--- src/rtl/clock_ratio_meter.sv ---
// Measures high time, low time and period of a slow clock in clk_i cycles,
// with lock detection on repeated identical measurements and overflow flagging.
module clock_ratio_meter #(
    parameter int CNT_W       = 8,
    parameter int SYNC_STAGES = 2,
    parameter int LOCK_COUNT  = 4
) (
    input  logic             clk_i,
    input  logic             rst_ni,
    input  logic             en_i,
    input  logic             clk_div_i,
    output logic [CNT_W-1:0] high_o,
    output logic [CNT_W-1:0] low_o,
    output logic [CNT_W:0]   period_o,
    output logic             valid_o,
    output logic             locked_o,
    output logic             err_o
);

    localparam int MW = $clog2(LOCK_COUNT + 1);
    localparam logic [CNT_W-1:0] CNT_MAX = '1;

    typedef enum logic [1:0] {IDLE, HIGH, LOW} state_t;

    state_t             state_q, state_d;
    logic [SYNC_STAGES-1:0] sync_q;
    logic               s, s_d, rise, fall;
    logic [CNT_W-1:0]   high_cnt, low_cnt, ref_high, ref_low;
    logic [MW-1:0]      match_cnt;
    logic               start, inc_high, to_low, inc_low, publish, overflow, clear;
    logic               pair_match;

    assign s    = sync_q[SYNC_STAGES-1];
    assign rise = s & ~s_d;
    assign fall = ~s & s_d;

    always_ff @(posedge clk_i or negedge rst_ni) begin
        if (!rst_ni) begin
            sync_q <= '0;
            s_d    <= 1'b0;
        end else begin
            sync_q[0] <= clk_div_i;
            for (int unsigned i = 1; i < SYNC_STAGES; i++) begin
                sync_q[i] <= sync_q[i-1];
            end
            s_d <= s;
        end
    end

    always_ff @(posedge clk_i or negedge rst_ni) begin
        if (!rst_ni) state_q <= IDLE;
        else         state_q <= state_d;
    end

    // Enable low takes priority over everything, so no pulses escape while disabled.
    always_comb begin
        state_d  = state_q;
        start    = 1'b0;
        inc_high = 1'b0;
        to_low   = 1'b0;
        inc_low  = 1'b0;
        publish  = 1'b0;
        overflow = 1'b0;
        clear    = 1'b0;
        if (!en_i) begin
            state_d = IDLE;
            clear   = 1'b1;
        end else begin
            case (state_q)
                IDLE: begin
                    if (rise) begin
                        state_d = HIGH;
                        start   = 1'b1;
                    end
                end
                HIGH: begin
                    if (fall) begin
                        state_d = LOW;
                        to_low  = 1'b1;
                    end else if (s) begin
                        if (high_cnt == CNT_MAX) begin
                            overflow = 1'b1;
                            state_d  = IDLE;
                        end else begin
                            inc_high = 1'b1;
                        end
                    end
                end
                LOW: begin
                    if (rise) begin
                        publish = 1'b1;
                        state_d = HIGH;
                    end else if (!s) begin
                        if (low_cnt == CNT_MAX) begin
                            overflow = 1'b1;
                            state_d  = IDLE;
                        end else begin
                            inc_low = 1'b1;
                        end
                    end
                end
                default: state_d = IDLE;
            endcase
        end
    end

    // match_cnt of zero marks an empty reference after IDLE.
    assign pair_match = (match_cnt != '0) && (high_cnt == ref_high) && (low_cnt == ref_low);

    always_ff @(posedge clk_i or negedge rst_ni) begin
        if (!rst_ni) begin
            high_cnt  <= '0;
            low_cnt   <= '0;
            ref_high  <= '0;
            ref_low   <= '0;
            match_cnt <= '0;
            high_o    <= '0;
            low_o     <= '0;
            period_o  <= '0;
            valid_o   <= 1'b0;
            locked_o  <= 1'b0;
            err_o     <= 1'b0;
        end else begin
            valid_o <= publish;
            err_o   <= overflow;
            if (clear || overflow) begin
                high_cnt  <= '0;
                low_cnt   <= '0;
                match_cnt <= '0;
                locked_o  <= 1'b0;
            end else begin
                if (start)    high_cnt <= CNT_W'(1);
                if (inc_high) high_cnt <= high_cnt + CNT_W'(1);
                if (to_low)   low_cnt  <= CNT_W'(1);
                if (inc_low)  low_cnt  <= low_cnt + CNT_W'(1);
                if (publish) begin
                    high_o   <= high_cnt;
                    low_o    <= low_cnt;
                    period_o <= {1'b0, high_cnt} + {1'b0, low_cnt};
                    high_cnt <= CNT_W'(1);
                    low_cnt  <= '0;
                    if (pair_match) begin
                        if (match_cnt != MW'(LOCK_COUNT)) match_cnt <= match_cnt + MW'(1);
                        if (match_cnt >= MW'(LOCK_COUNT - 1)) locked_o <= 1'b1;
                    end else begin
                        ref_high  <= high_cnt;
                        ref_low   <= low_cnt;
                        match_cnt <= MW'(1);
                        locked_o  <= 1'b0;
                    end
                end
            end
        end
    end

endmodule
--- config.mk ---
export PLATFORM = sky130hd
export DESIGN_NAME = clock_ratio_meter
export DESIGN_NICKNAME = d
export VERILOG_FILES = /design/src/rtl/clock_ratio_meter.sv
export SDC_FILE = /design/constraint.sdc
export NUM_CORES = 1
export LEC_CHECK = 0
export ABC_CLOCK_PERIOD_IN_PS = 3400
export CAP_MARGIN = 10
export CORE_UTILIZATION = 58
export DETAILED_ROUTE_END_ITERATION = 16
export GPL_TIMING_DRIVEN = 0
export HOLD_SLACK_MARGIN = 0.1
export PLACE_DENSITY = 0.8
export SETUP_SLACK_MARGIN = 0.5
export SLEW_MARGIN = 0
export SYNTH_ARGS = -nofsm -noshare
export SYNTH_HDL_FRONTEND = slang
export SYNTH_SLANG_ARGS = --single-unit
--- constraint.sdc ---
create_clock -name clk_i -period 3.4 [get_ports clk_i]
set_clock_uncertainty 0.2 [all_clocks]
set_input_delay 0.85 -clock clk_i [delete_from_list [all_inputs] [get_ports clk_i]]
set_output_delay 0.85 -clock clk_i [all_outputs]
set_load 0.05 [all_outputs]
==> flow_summary_export.csv <==
group,metric,value,unit
routing,drcViolationCount,0,
sta,rsz0062_at_grt,"false",
sta,drv_slew,0,
setup_path,arrival,2.83,ns
grt,grt_pass1_wl,12800,um
routing,drt-initial-drc-count,171,
clock_tree,numCtsBuffers,9,
pwr,intPower,1.15,mW
yosys,synth_enable_flop_cells,0,
finish,seqCellArea,1700,sq um
pwr,swShare,25.0,%
clock_tree,cts_tree,"yes",
die,start_util,60.5,%
yosys,ys_warn_count,0,
clock_tree,root_buffer,"clkbuf_8",
grt,met3_usage,6.63,%
finish,multi_input_area,1800,sq um
setup_path,required,3.43,ns
sta,finalHoldViolCount,0,
pwr,clkPwrFrac,39.8,%
clock_tree,numClockSinks,68,
sta,tns,0,ns
setup_path,path_cells,"clkdlybuf4s50_1, and3_1, o31a_1, clkbuf_1, a31oi_4, a21oi_1, a211oi_1",
sta,setup_viol,0,
setup_path,slowest_delay,0.58,ns
grt,grt_antenna_before_repair,0,
placed_design,gp_congestion,0.915,
placed_design,dp_slack,0.0691,ns
min_path,hold_path_startpoint,"sync_q[0]",
pwr,power_frac_seq,53.6,%
pwr,p_leak,2.03,nW
yosys,ys_ff_latch,68,
setup_path,reg2reg_slack,0.60,ns
finish,fill_cells,466,
die,die-area,6540,sq um
clock_tree,clkTransAtPathRegs,0.07,ns
yosys,syn_area_per_cell,9.51,sq um
placed_design,io_buffers,31,
die,ios,32,
routing,vias,2926,
setup_path,r2r-start,"low_cnt[2]",
min_path,min_path_cells,0,
die,die_y,80.9,um
grt,grt_pass1_vias,2794,
die,fp.dieW,80.9,um
grt,overflow,0,
grt,grt_busiest_layer,"met2",
routing,viasPerCell,5.82,
routing,route.final.wire_length,7730,um
setup_path,cp_max_fo,9,
routing,first_pass_iters,4,
finish,antenna_cells,0,
yosys,async_flop_share,100,%
finish,fin_area,4230,sq um
setup_path,endpoint_kind,"flip-flop",
setup_path,crit_type,"in -> reg",
routing,postRouteAntennaNets,0,
pwr,power.share.combinational,6.6,%
pwr,powerDensity,362,nW/um^2
pwr,ir_drop,0.262,mV
grt,grtUsageTotal,26.3,%
sta,post-route-period-util,82.5,%
finish,syn_to_final_growth,17.4,%
die,row_count,28,
yosys,ys_seq_area_share,47.2,%
grt,grt_max_degree,69,
flow_run,cap_violations,0,
outcome,status,"finished, final reports clean",
routing,post_drt_wl_per_cell,15.4,um
grt,grt.met1_usage,33.2,%
clock_tree,h-tree-depth,3,
clock_tree,cts_buffer_depth,2,
yosys,synth-main-ff-cell,"dfrtp_1",
setup_path,ff2ff_path_depth,8,
setup_path,crit_path_top_delay_cell,"clkdlybuf4s50_1",
sta,max_freq,0.357,GHz
clock_tree,clk_latency,0.35,ns
placed_design,dp_hpwl,5330,um
min_path,min_to,"sync_q[1]",
setup_path,start_kind,"input pin",
placed_design,placed_area,4010,sq um
sta,finalCriticalPeriod,2.80,ns
yosys,syn_area,3610,sq um
die,core_area,5960,sq um
sta,tightest_slew,0.847,ns
setup_path,reg2reg_to,"ref_high[5]",
finish,finalNetCount,445,
yosys,synthDistinctLibCells,49,
min_path,hold_path_class,"reg -> reg",
sta,max-slew-margin-rel,43.5,%
grt,grt_util_met2,42.3,%
sta,finalWorstSetupSlack,0.595,ns
finish,drive_gt1_share,12.9,%
pwr,p_switching,0.384,mW
yosys,syn_nets,401,
yosys,syn_inst,379,
==> metrics by stage <==
stage,power (mW),util (%),cells,hold WS (ns)
finish,1.53,71.1,503,0.155
global route,1.60,71.1,503,0.171
CTS,1.54,70.5,501,0.162
detailed placement,0.935,67.3,485,0.146
global placement,0.932,67.3,485,0.132
floorplan,0.896,-,379,0.131
==> cell families after synthesis <==
| kind of cell | count (synthesis) | share of synthesized area (%) |
|---|---|---|
| and+or+nand+nor | 151 | 20.2 |
| AOI/OAI and AO/OA | 71 | 12.0 |
| DFF | 68 | 47.2 |
| buffers and inverters | 33 | 3.85 |
| xor gates and xnor gates | 22 | 5.34 |
| adders and majority gates | 18 | 6.45 |
| muxes | 16 | 5.00 |
==> layout make-up <==
cell class	count	share of cell area, %
inverter	13	1.15
sequential	68	40.2
buffer	20	2.13
clock buffer	12	3.66
multi-input combinational	278	42.5
tap	75	2.22
clock inverter	4	0.561
timing repair buffer	33	7.62
==> flip-flops by register name (all words and copies together) (netlist names) <==
| signal | flops |
|---|---|
| err_o | 1 |
| high_cnt | 8 |
| high_o | 8 |
| locked_o | 1 |
| low_cnt | 8 |
| low_o | 8 |
| match_cnt | 3 |
| period_o | 9 |
| ref_high | 8 |
| ref_low | 8 |
| s_d | 1 |
| state_q | 2 |
| sync_q | 2 |
| valid_o | 1 |
==> Yosys cell counts (all sizes together), types with 2 or more instances <==
| cell type | instances | area share (%) |
|---|---|---|
| dfrtp | 68 | 47 |
| or3 | 4 | 0.69 |
| nand4 | 3 | 0.52 |
| a311oi | 2 | 0.49 |
| nand2b | 2 | 0.35 |
| nand2 | 77 | 8.1 |
| xor2 | 16 | 3.9 |
| xnor2 | 6 | 1.5 |
| nor2 | 20 | 2.3 |
| a211oi | 6 | 1.2 |
| mux2 | 16 | 5.0 |
| a31oi | 4 | 0.69 |
| inv | 13 | 1.4 |
| nor3 | 5 | 1.0 |
| o21a | 2 | 0.42 |
| and3 | 2 | 0.35 |
| clkbuf | 11 | 1.2 |
| ha | 17 | 5.9 |
| o31a | 2 | 0.52 |
| o31ai | 4 | 0.83 |
| buf | 9 | 1.3 |
| and2 | 2 | 0.35 |
| nand3b | 2 | 0.42 |
| nor2b | 4 | 0.69 |
| a21o | 3 | 0.62 |
| nor4 | 8 | 1.4 |
| a21oi | 15 | 2.2 |
| o21ai | 28 | 3.9 |
| nand3 | 15 | 2.6 |
| or4 | 3 | 0.62 |
==> worst max path at each step <==
stage,startpoint,to,depth (start not counted)
after floorplan,low_cnt[1],ref_high[3],7
after global placement,rst_ni,high_o[5],1
after detailed placement,en_i,high_cnt[4],7
after CTS,en_i,ref_high[7],6
after global routing,low_cnt[0],ref_low[1],8
final,en_i,high_cnt[4],7
==> cells in the final DEF (no fill, tap or decap), types with 4 or more instances in the layout <==
| master | count |
|---|---|
| nand2_1 | 76 |
| dfrtp_1 | 68 |
| clkdlybuf4s50_1 | 30 |
| o21ai_0 | 28 |
| nor2_1 | 19 |
| ha_1 | 17 |
| xor2_1 | 16 |
| mux2_2 | 16 |
| a21oi_1 | 14 |
| inv_1 | 13 |
| nand3_1 | 13 |
| clkbuf_1 | 11 |
| clkbuf_8 | 11 |
| buf_2 | 8 |
| nor4_1 | 6 |
| xnor2_1 | 6 |
| a211oi_1 | 6 |
| nor2b_1 | 4 |
| nor3_1 | 4 |
| buf_4 | 4 |
| or3_1 | 4 |
==> layer usage <==
metal	routed length, um	vias up	share of wire, %
li1	-	1395	-
met5	0	-	0
met1	3360	1423	43
met4	164	0	2.1
met2	3770	88	49
met3	433	20	5.6
==> critical path, delay by kind of cell <==
kind,cells,cell delay (ns)
buf+inv,2,0.82
simple gates,1,0.29
compound gates,4,0.87
==> what timing repair did <==
item	4_1_cts	5_1_grt
hold buffers	0	0
buffers inserted	0	2
setup endpoints to repair	12	18
pin swaps	0	1
resized for setup	2	3
endpoints found under the hold margin	0	0
==> power by group through the flow <==
stage               clock (mW)  sequential (mW)  combinational [mW]
floorplan                    0            0.840              0.0565
global placement             0            0.839              0.0936
detailed placement           0            0.839              0.0967
CTS                      0.621            0.823              0.0982
global route             0.660            0.824               0.114
finish                   0.611            0.823               0.101
Power figures use the tool's default switching activity.
